[src/rtl/fp_pkg.sv]
// Shared fp32 types and constants for the PE multiplier and adder.
package fp_pkg;

  localparam int          FP_BIAS    = 127;
  localparam logic [7:0]  FP_EXP_MAX = 8'hFF;
  localparam logic [31:0] QNAN       = 32'h7FC0_0000;

  typedef struct packed {
    logic        sign;
    logic [7:0]  exp;
    logic [22:0] frac;
  } fp32_t;

  typedef enum logic [1:0] {
    FP_ZERO,
    FP_NORM,
    FP_INF,
    FP_NAN
  } fp_class_t;

endpackage

[src/rtl/fp_classify.sv]
// Combinational fp32 operand classifier; denormals are reported as zero (FTZ).
module fp_classify (
  input  logic [31:0] op,
  output logic [1:0]  cls
);
  import fp_pkg::*;

  fp32_t     f;
  fp_class_t cls_e;

  assign f = op;

  always_comb begin
    cls_e = FP_NORM;
    if (f.exp == 8'd0) begin
      cls_e = FP_ZERO;
    end else if (f.exp == FP_EXP_MAX) begin
      cls_e = (f.frac == 23'd0) ? FP_INF : FP_NAN;
    end
  end

  assign cls = cls_e;

endmodule

[src/rtl/fp_mul.sv]
// Pipelined fp32 multiplier, FTZ + RNE, 4 enabled edges from operand sample to result.
// en=0 freezes every register; bubbles propagate with out_valid and flags low.
module fp_mul #(
  parameter logic [31:0] QNAN = 32'h7FC0_0000
) (
  input  logic        clk,
  input  logic        rst,
  input  logic        en,
  input  logic        in_valid,
  input  logic [31:0] PE_a,
  input  logic [31:0] PE_b,
  output logic        out_valid,
  output logic [31:0] PE_mult,
  output logic        flag_ovf,
  output logic        flag_unf,
  output logic        flag_inv
);
  import fp_pkg::*;

  // Operand capture: each of S1..S4 then gets a full cycle of its own.
  logic        r0_vld;
  logic [31:0] r0_a, r0_b;

  always_ff @(posedge clk or negedge rst) begin
    if (!rst) begin
      r0_vld <= 1'b0;
      r0_a   <= 32'd0;
      r0_b   <= 32'd0;
    end else if (en) begin
      r0_vld <= in_valid;
      r0_a   <= PE_a;
      r0_b   <= PE_b;
    end
  end

  // S1: unpack / classify
  fp32_t       fa, fb;
  logic [1:0]  cls_a_raw, cls_b_raw;
  fp_class_t   cls_a, cls_b;
  logic        a_zero, a_inf, a_nan, b_zero, b_inf, b_nan;
  logic [2:0]  s1_spc_d;
  logic signed [9:0] s1_exp_d;

  assign fa = r0_a;
  assign fb = r0_b;

  fp_classify u_cls_a (.op(r0_a), .cls(cls_a_raw));
  fp_classify u_cls_b (.op(r0_b), .cls(cls_b_raw));

  assign cls_a  = fp_class_t'(cls_a_raw);
  assign cls_b  = fp_class_t'(cls_b_raw);
  assign a_zero = (cls_a == FP_ZERO);
  assign a_inf  = (cls_a == FP_INF);
  assign a_nan  = (cls_a == FP_NAN);
  assign b_zero = (cls_b == FP_ZERO);
  assign b_inf  = (cls_b == FP_INF);
  assign b_nan  = (cls_b == FP_NAN);

  // special vector {nan, inf, zero}, resolved by priority in S4
  assign s1_spc_d = {a_nan | b_nan | (a_zero & b_inf) | (a_inf & b_zero),
                     a_inf | b_inf,
                     a_zero | b_zero};
  assign s1_exp_d = $signed({2'b00, fa.exp}) + $signed({2'b00, fb.exp}) - 10'sd127;

  logic        s1_vld, s1_sign;
  logic signed [9:0] s1_exp;
  logic [23:0] s1_ma, s1_mb;
  logic [2:0]  s1_spc;

  always_ff @(posedge clk or negedge rst) begin
    if (!rst) begin
      s1_vld  <= 1'b0;
      s1_sign <= 1'b0;
      s1_exp  <= 10'sd0;
      s1_ma   <= 24'd0;
      s1_mb   <= 24'd0;
      s1_spc  <= 3'd0;
    end else if (en) begin
      s1_vld  <= r0_vld;
      s1_sign <= fa.sign ^ fb.sign;
      s1_exp  <= s1_exp_d;
      s1_ma   <= {1'b1, fa.frac};
      s1_mb   <= {1'b1, fb.frac};
      s1_spc  <= s1_spc_d;
    end
  end

  // S2: 24x24 mantissa product
  logic        s2_vld, s2_sign;
  logic signed [9:0] s2_exp;
  logic [47:0] s2_prod;
  logic [2:0]  s2_spc;

  always_ff @(posedge clk or negedge rst) begin
    if (!rst) begin
      s2_vld  <= 1'b0;
      s2_sign <= 1'b0;
      s2_exp  <= 10'sd0;
      s2_prod <= 48'd0;
      s2_spc  <= 3'd0;
    end else if (en) begin
      s2_vld  <= s1_vld;
      s2_sign <= s1_sign;
      s2_exp  <= s1_exp;
      s2_prod <= {24'd0, s1_ma} * {24'd0, s1_mb};
      s2_spc  <= s1_spc;
    end
  end

  // S3: normalize the product in [1,4) to 24 bits plus guard/sticky
  logic [23:0] s3_mant_d;
  logic        s3_g_d, s3_s_d;
  logic signed [9:0] s3_exp_d;

  always_comb begin
    s3_mant_d = s2_prod[46:23];
    s3_g_d    = s2_prod[22];
    s3_s_d    = |s2_prod[21:0];
    s3_exp_d  = s2_exp;
    if (s2_prod[47]) begin
      s3_mant_d = s2_prod[47:24];
      s3_g_d    = s2_prod[23];
      s3_s_d    = |s2_prod[22:0];
      s3_exp_d  = s2_exp + 10'sd1;
    end
  end

  logic        s3_vld, s3_sign, s3_g, s3_s;
  logic signed [9:0] s3_exp;
  logic [23:0] s3_mant;
  logic [2:0]  s3_spc;

  always_ff @(posedge clk or negedge rst) begin
    if (!rst) begin
      s3_vld  <= 1'b0;
      s3_sign <= 1'b0;
      s3_exp  <= 10'sd0;
      s3_mant <= 24'd0;
      s3_g    <= 1'b0;
      s3_s    <= 1'b0;
      s3_spc  <= 3'd0;
    end else if (en) begin
      s3_vld  <= s2_vld;
      s3_sign <= s2_sign;
      s3_exp  <= s3_exp_d;
      s3_mant <= s3_mant_d;
      s3_g    <= s3_g_d;
      s3_s    <= s3_s_d;
      s3_spc  <= s2_spc;
    end
  end

  // S4: RNE round, range check, special override
  logic        round_up;
  logic [24:0] rnd;
  logic signed [9:0] s4_exp;
  logic [31:0] s4_res;
  logic        s4_ovf, s4_unf, s4_inv;

  assign round_up = s3_g & (s3_s | s3_mant[0]);
  assign rnd      = {1'b0, s3_mant} + {24'd0, round_up};
  // on carry-out rnd[22:0] is already zero, i.e. the mantissa is 1.0
  assign s4_exp   = s3_exp + $signed({9'd0, rnd[24]});

  always_comb begin
    s4_res = {s3_sign, s4_exp[7:0], rnd[22:0]};
    s4_ovf = 1'b0;
    s4_unf = 1'b0;
    s4_inv = 1'b0;
    if (s3_spc[2]) begin
      s4_res = QNAN;
      s4_inv = 1'b1;
    end else if (s3_spc[1]) begin
      s4_res = {s3_sign, FP_EXP_MAX, 23'd0};
    end else if (s3_spc[0]) begin
      s4_res = {s3_sign, 31'd0};
    end else if (s4_exp >= 10'sd255) begin
      s4_res = {s3_sign, FP_EXP_MAX, 23'd0};
      s4_ovf = 1'b1;
    end else if (s4_exp <= 10'sd0) begin
      s4_res = {s3_sign, 31'd0};
      s4_unf = 1'b1;
    end
  end

  always_ff @(posedge clk or negedge rst) begin
    if (!rst) begin
      out_valid <= 1'b0;
      PE_mult   <= 32'd0;
      flag_ovf  <= 1'b0;
      flag_unf  <= 1'b0;
      flag_inv  <= 1'b0;
    end else if (en) begin
      out_valid <= s3_vld;
      PE_mult   <= s4_res;
      flag_ovf  <= s4_ovf & s3_vld;
      flag_unf  <= s4_unf & s3_vld;
      flag_inv  <= s4_inv & s3_vld;
    end
  end

endmodule

[config.mk]
export PLATFORM = sky130hd
export DESIGN_NAME = fp_mul
export DESIGN_NICKNAME = d
export VERILOG_FILES = /design/src/rtl/fp_pkg.sv /design/src/rtl/fp_classify.sv /design/src/rtl/fp_mul.sv
export SDC_FILE = /design/constraint.sdc
export NUM_CORES = 2
export LEC_CHECK = 0
export CAP_MARGIN = 10
export CORE_ASPECT_RATIO = 1.75
export CORE_UTILIZATION = 58
export DETAILED_ROUTE_END_ITERATION = 12
export PLACE_DENSITY = 0.79
export SLEW_MARGIN = 20
export SYNTH_ARGS = -nofsm -noshare
export SYNTH_HDL_FRONTEND = slang
export SYNTH_SLANG_ARGS = --single-unit
[constraint.sdc]
create_clock -name clk -period 6.37 [get_ports clk]
set_input_delay 1.274 -clock clk [delete_from_list [all_inputs] [get_ports clk]]
set_output_delay 1.274 -clock clk [all_outputs]
set_load 0.01 [all_outputs]
Word level (Yosys, flattened, before mapping)
Index checks and enable logic that the tools add are counted.
Operators by class
  $add $sub $neg: 5
  $mul: 1
  magnitude comparators: 2
  equality and inequality tests: 6
  multiplexer cells: 25
  bitwise logic cells: 13
  reduce and logical (&&, ||, !) cells: 8
Operators with widths (number)
  $mux 31: 4
  $mul 24x24->48: 1
  $logic_not 23->1: 2
  $mux 32: 1
  $add 24x1->25: 1
  $mux 24: 1
  $reduce_or 23->1: 1
  $reduce_or 22->1: 1
  $eq 8x8->1 const B: 2
  $logic_not 8->1: 2
  $mux 1: 14
  $add 10x2->10: 1
  $add 10x2->10 const B: 1
  $ge 10x9->1 const B: 1
  $le 10x1->1 const B: 1
  $mux 10: 1
  $sub 9x7->10 const B: 1
  $add 8x8->9: 1
  $eq 2x2->1 const B: 4
  $mux 2: 4
  $and 1x1->1: 6
  $or 1x1->1: 6
  $logic_not 2->1: 2
  $xor 1x1->1: 1
Word-level totals
  bits in registers: 268
  input bits: 68
  output and inout port bits: 36

Logic depth before layout (Yosys ltp)
  depth after elaboration: 11
  gate-level depth with buffers: 25
  depth with buffers taken out: 23

Hierarchy
A second synthesis with hierarchy kept.
Unflattened totals
  cell total of the unflattened synthesis: 3072
  area, all modules: 30469.2 µm²
Modules (own cells, without submodules)
  fp_mul: instances 1, cells an instance 3044, area an instance 30276.5 µm², seq. area each 6681.4 µm²
  fp_classify: instances 2, cells an instance 14, area an instance 96.3 µm², seq. area each 0.0 µm²

Least setup slack after synthesis
No wires, ideal clock.
  kind: register to register
  start point: register s1_mb[3]
  end point: register s2_prod[35]
  setup time: 0.126 ns
  data arrival time: 6.411 ns
  path slack: -0.167 ns
  stages on the path, launching flop included: 25
  path buffers: 2
  period minus slack after synthesis: 6.537 ns
  cells stage by stage: dfrtp_1 -> clkbuf_1 -> nand2_1 -> fa_1 -> inv_1 -> fa_1 -> inv_1 -> fa_1 -> fa_1 -> inv_1 -> fa_1 -> fa_1 -> inv_1 -> fa_1 -> inv_1 -> ha_1 -> buf_2 -> a21o_1 -> a21o_1 -> a21oi_2 -> o211a_1 -> nand3_2 -> a311oi_4 -> nor2_1 -> a311o_1
Between the ends
  word-level cells in the longest chain between the ends: 1
RTL lines
  start, declared: line fp_mul.sv:67  | logic [23:0] s1_ma, s1_mb;
  start signal, assigned: line fp_mul.sv:83  | s1_mb <= {1'b1, fb.frac};
  $mul 24x24->48: line fp_mul.sv:105  | s2_prod <= {24'd0, s1_ma} * {24'd0, s1_mb};
  end signal, assigned: line fp_mul.sv:105
  end, declared: line fp_mul.sv:91  | logic [47:0] s2_prod;
Every way passes these cells.
A chain may end at the register's enable or synchronous reset.

Worst setup path in the final report
  start point: register s1_ma[16]
  end point: register s2_prod[45]
Between the ends
  word-level cells in the longest chain between the ends: 1
RTL lines
  start, declared: line fp_mul.sv:67
  start signal, assigned: line fp_mul.sv:82  | s1_ma <= {1'b1, fa.frac};
  $mul 24x24->48: line fp_mul.sv:105
Every way passes these cells.

==> qor.yml <==
clock_tree:
  cts-root-buf: "sky130_fd_sc_hd__clkbuf_16"
  insertion_delay_ns: 0.61
  tritoncts: "yes"
  cts_max_path_buffers: 3
  cts.sink_count: 267
  htree_levels: 1
  number_of_buffers_created_by_cts: 29
  clk_transition_reported_paths_ns: 0.07
  cts-hold-fix-buffers: 0
drt:
  met3RoutedLength_um: 4634
  met2_length_um: 48910
  route.final.wire_length_um: 92290
  detail_route.vias_per_cell: 5.760
  detail_route.wl_per_cell_um: 22.59
  maxUsedRoutingLayer: "met4"
  detailroute.via_count: 23530
  ant_nets: 0
  dr.pass1.iters: 8
  drt_iter0_markers: 1534
  wl_met1_um: 29260
  drcViolationCount: 0
synth:
  number_of_synthesized_flops_with_an_enable_pin: 0
  synth-async-reset-ratio: 1.000
  post_synth_instance_area_um2: 30650
  ys_ff_latch: 267
  synth_top_flop_cell: "sky130_fd_sc_hd__dfrtp_1"
  yosys.cell_types.count: 77
  yosys.area.top_type_share: 0.3155
  synthCells: 3091
  synth.largest_area_cell: "sky130_fd_sc_hd__fa_1"
  synthesis.nets: 3836
  synth_warnings: 0
  yosysSeqAreaShare: 0.2180
  synthesis.area_per_instance_um2: 9.916
  top_post_synthesis_cells_by_area: "sky130_fd_sc_hd__fa_1 32%, sky130_fd_sc_hd__dfrtp_1 22%, sky130_fd_sc_hd__ha_1 7.9%"
worst_setup_path:
  critPathRequiredTime_ns: 6.88
  critical_path.slowest_cell: "sky130_fd_sc_hd__fa_1"
  critical_path.max_stage_delay_ns: 0.61
  cp_data_arrival_time_ns: 7.22
  worst-path-max-fanout: 5
  critical_path_start_end_classification: "reg -> reg"
  endpoint_kind: "flip-flop"
  worst-r2r-cell-count: 23
  critical_path.cell_chain: "buf_6 -> and2_4 -> fa_1 -> fa_1 -> inv_2 -> fa_2 -> fa_1 -> inv_2 -> fa_2 -> fa_1 -> inv_2 -> fa_2 -> inv_2 -> ha_4 -> buf_6 -> nand4_1 -> nor3b_2 -> o21ai_2 -> a41oi_2 -> a31oi_4 -> buf_6 -> or3_1 -> o311ai_1"
  cp_startpoint_kind: "flip-flop"
timing:
  post-route-min-period_ns: 6.716
  setup_viol: 25
  grt_setup_unrepaired: "yes"
  timing.final.max_slew_violations: 0
  clock_skew_ns: 0.02042
  final_hold_violating_endpoints: 0
  fmax_mhz: 148.9
  min_period_over_period: 1.054
  setup-tns-final_ns: -5.032
  worst_slew_pin_slew_ns: 1.046
  maxSlewHeadroom: 0.3029
  finalWorstSetupSlack_ns: -0.3465
floorplanning:
  die-height_um: 306.1
  die-area_um2: 53800
  die_x_um: 175.8
  std_cell_rows: 111
  start_util: 0.5869
  design.core.area_um2: 52220
  io_pins: 104
placement:
  placed_cell_area_um2: 33960
  io_buffers: 103
  place.detailed.hpwl_um: 71840
  routabilityCongestion: 0.9996
finish:
  antenna-diode-count: 0
  nNetsFinal: 4129
  syn2layout_area_growth_pct: 19.38
  multiInputGateArea_um2: 22100
  final_std_cell_area_no_fill_um2: 36590
  fillerInstances: 3820
  layout-drive-gt1-share: 0.2301
  area.sequential_um2: 6715
global_route:
  grt_start_max_net_pins: 174
  grt_util_all_layers: 0.3561
  number_of_antenna_violations_at_the_first_check_in_global_routing: 0
  overflow: 0
  grt_pass1_wl_um: 143800
  first_global_vias: 26470
status:
  result_of_the_run: "finished with violations"
  violations_in_the_final_reports: "negative setup slack"
hold_path:
  worstHoldPathCells: 1
  timing.hold.worst.class: "reg -> reg"
job:
  max_cap_viol_count: 0
routing by layer:
| metal | global-route usage | vias up |
|---|---|---|
| li1 | - | 10170 |
| met1 | 0.3609 | 11930 |
| met2 | 0.6387 | 975 |
| met3 | 0.04712 | 448 |
| met4 | 0.3048 | 0 |
| met5 | 0 | - |
placed cells by master (no fill, tap or decap), drive strengths merged, types with 31 or more instances in the layout:
master         instances
xor2                  35
dfrtp                267
mux2                 167
and2                 304
fa                   483
xnor2                 47
buf                  320
clkdlybuf4s50        101
a21oi                102
ha                   194
clkbuf                31
nand2                340
o21ai                 40
inv                  573
nor2                  85
cells by family after synthesis:
group / Yosys count / share of synthesized area
adders and majority gates: 677 / 0.3947
and+or+nand+nor: 877 / 0.1432
AOI/OAI and AO/OA: 271 / 0.05997
xor gates and xnor gates: 82 / 0.02343
DFF: 267 / 0.2180
muxes: 193 / 0.06985
buffers and inverters: 724 / 0.09083
synth_stat cells, types with 7 or more instances:
| library cell | instances |
|---|---|
| sky130_fd_sc_hd__inv_1 | 565 |
| sky130_fd_sc_hd__fa_1 | 483 |
| sky130_fd_sc_hd__nand2_1 | 340 |
| sky130_fd_sc_hd__and2_1 | 303 |
| sky130_fd_sc_hd__dfrtp_1 | 267 |
| sky130_fd_sc_hd__ha_1 | 194 |
| sky130_fd_sc_hd__mux2_2 | 167 |
| sky130_fd_sc_hd__clkbuf_1 | 135 |
| sky130_fd_sc_hd__a21oi_1 | 99 |
| sky130_fd_sc_hd__nor2_1 | 85 |
| sky130_fd_sc_hd__xnor2_1 | 47 |
| sky130_fd_sc_hd__o21ai_0 | 36 |
| sky130_fd_sc_hd__xor2_1 | 35 |
| sky130_fd_sc_hd__nand3_1 | 29 |
| sky130_fd_sc_hd__nand4_1 | 29 |
| sky130_fd_sc_hd__mux2i_1 | 26 |
| sky130_fd_sc_hd__a21o_1 | 25 |
| sky130_fd_sc_hd__o2bb2ai_1 | 24 |
| sky130_fd_sc_hd__nor4_1 | 20 |
| sky130_fd_sc_hd__nor3_1 | 19 |
| sky130_fd_sc_hd__and3_1 | 16 |
| sky130_fd_sc_hd__o21bai_1 | 13 |
| sky130_fd_sc_hd__o21a_1 | 11 |
| sky130_fd_sc_hd__buf_1 | 9 |
| sky130_fd_sc_hd__nor2b_1 | 7 |
worst paths after layout:
| check | from | to | slack, ns |
|---|---|---|---|
| worst max-delay path | s1_ma[16] | s2_prod[45] | -0.35 |
| worst min-delay path | s2_prod[10] | s2_prod[10] | 0.49 |
| worst max register to register | s1_ma[16] | s2_prod[45] | -0.35 |
| worst min register to register | s2_prod[10] | s2_prod[10] | 0.49 |
| max in group asynchronous | rst | PE_mult[4] | 4.24 |
| min in group asynchronous | rst | s1_ma[1] | 0.62 |
worst max-delay path, delay by kind of cell (launching register included):
kind | cells | cell delay [ns]
AOI/OAI and AO/OA | 4 | 0.78
adders and majority gates | 8 | 3.91
buffers and inverters | 7 | 0.64
DFF | 1 | 0.49
and+or+nand+nor | 4 | 0.79
what timing repair did:
action,in CTS,in global routing
cloned,1,0
pin swaps,114,75
setup buffers,47,19
gates resized for setup,198,115
setup endpoints to repair,31,32
final cells by class:
type,count,share of cell area
Sequential cell,267,0.1835
Inverter,565,0.05807
Timing Repair Buffer,421,0.1031
Multi-Input combinational cell,2100,0.6040
Clock buffer,31,0.02031
Tap cell,678,0.02319
Clock inverter,23,0.007763
registers in the layout, summed over array words and instances (netlist names), 3 cells and up:
signal	flops
PE_mult	32
fa	32
fb	32
s1_exp	10
s1_ma	24
s1_mb	23
s1_spc	3
s2_exp	10
s2_prod	48
s2_spc	3
s3_exp	10
s3_mant	24
s3_spc	3
per-stage QoR:
stage / hold slack, ns / cells / setup WS [ns] / util
after floorplan: 0.4476 / 3091 / -0.02352 / -
after global placement: 0.4705 / 3970 / -0.5521 / 0.6503
after detailed placement: 0.4722 / 3970 / -0.7428 / 0.6503
after CTS: 0.4909 / 4068 / -0.3174 / 0.6913
after global routing: 0.5106 / 4085 / -0.5121 / 0.7007
final: 0.4910 / 4085 / -0.3465 / 0.7007
Power is not shown: default switching activity piles up to over one toggle a cycle in this logic, so the estimate is an artifact.
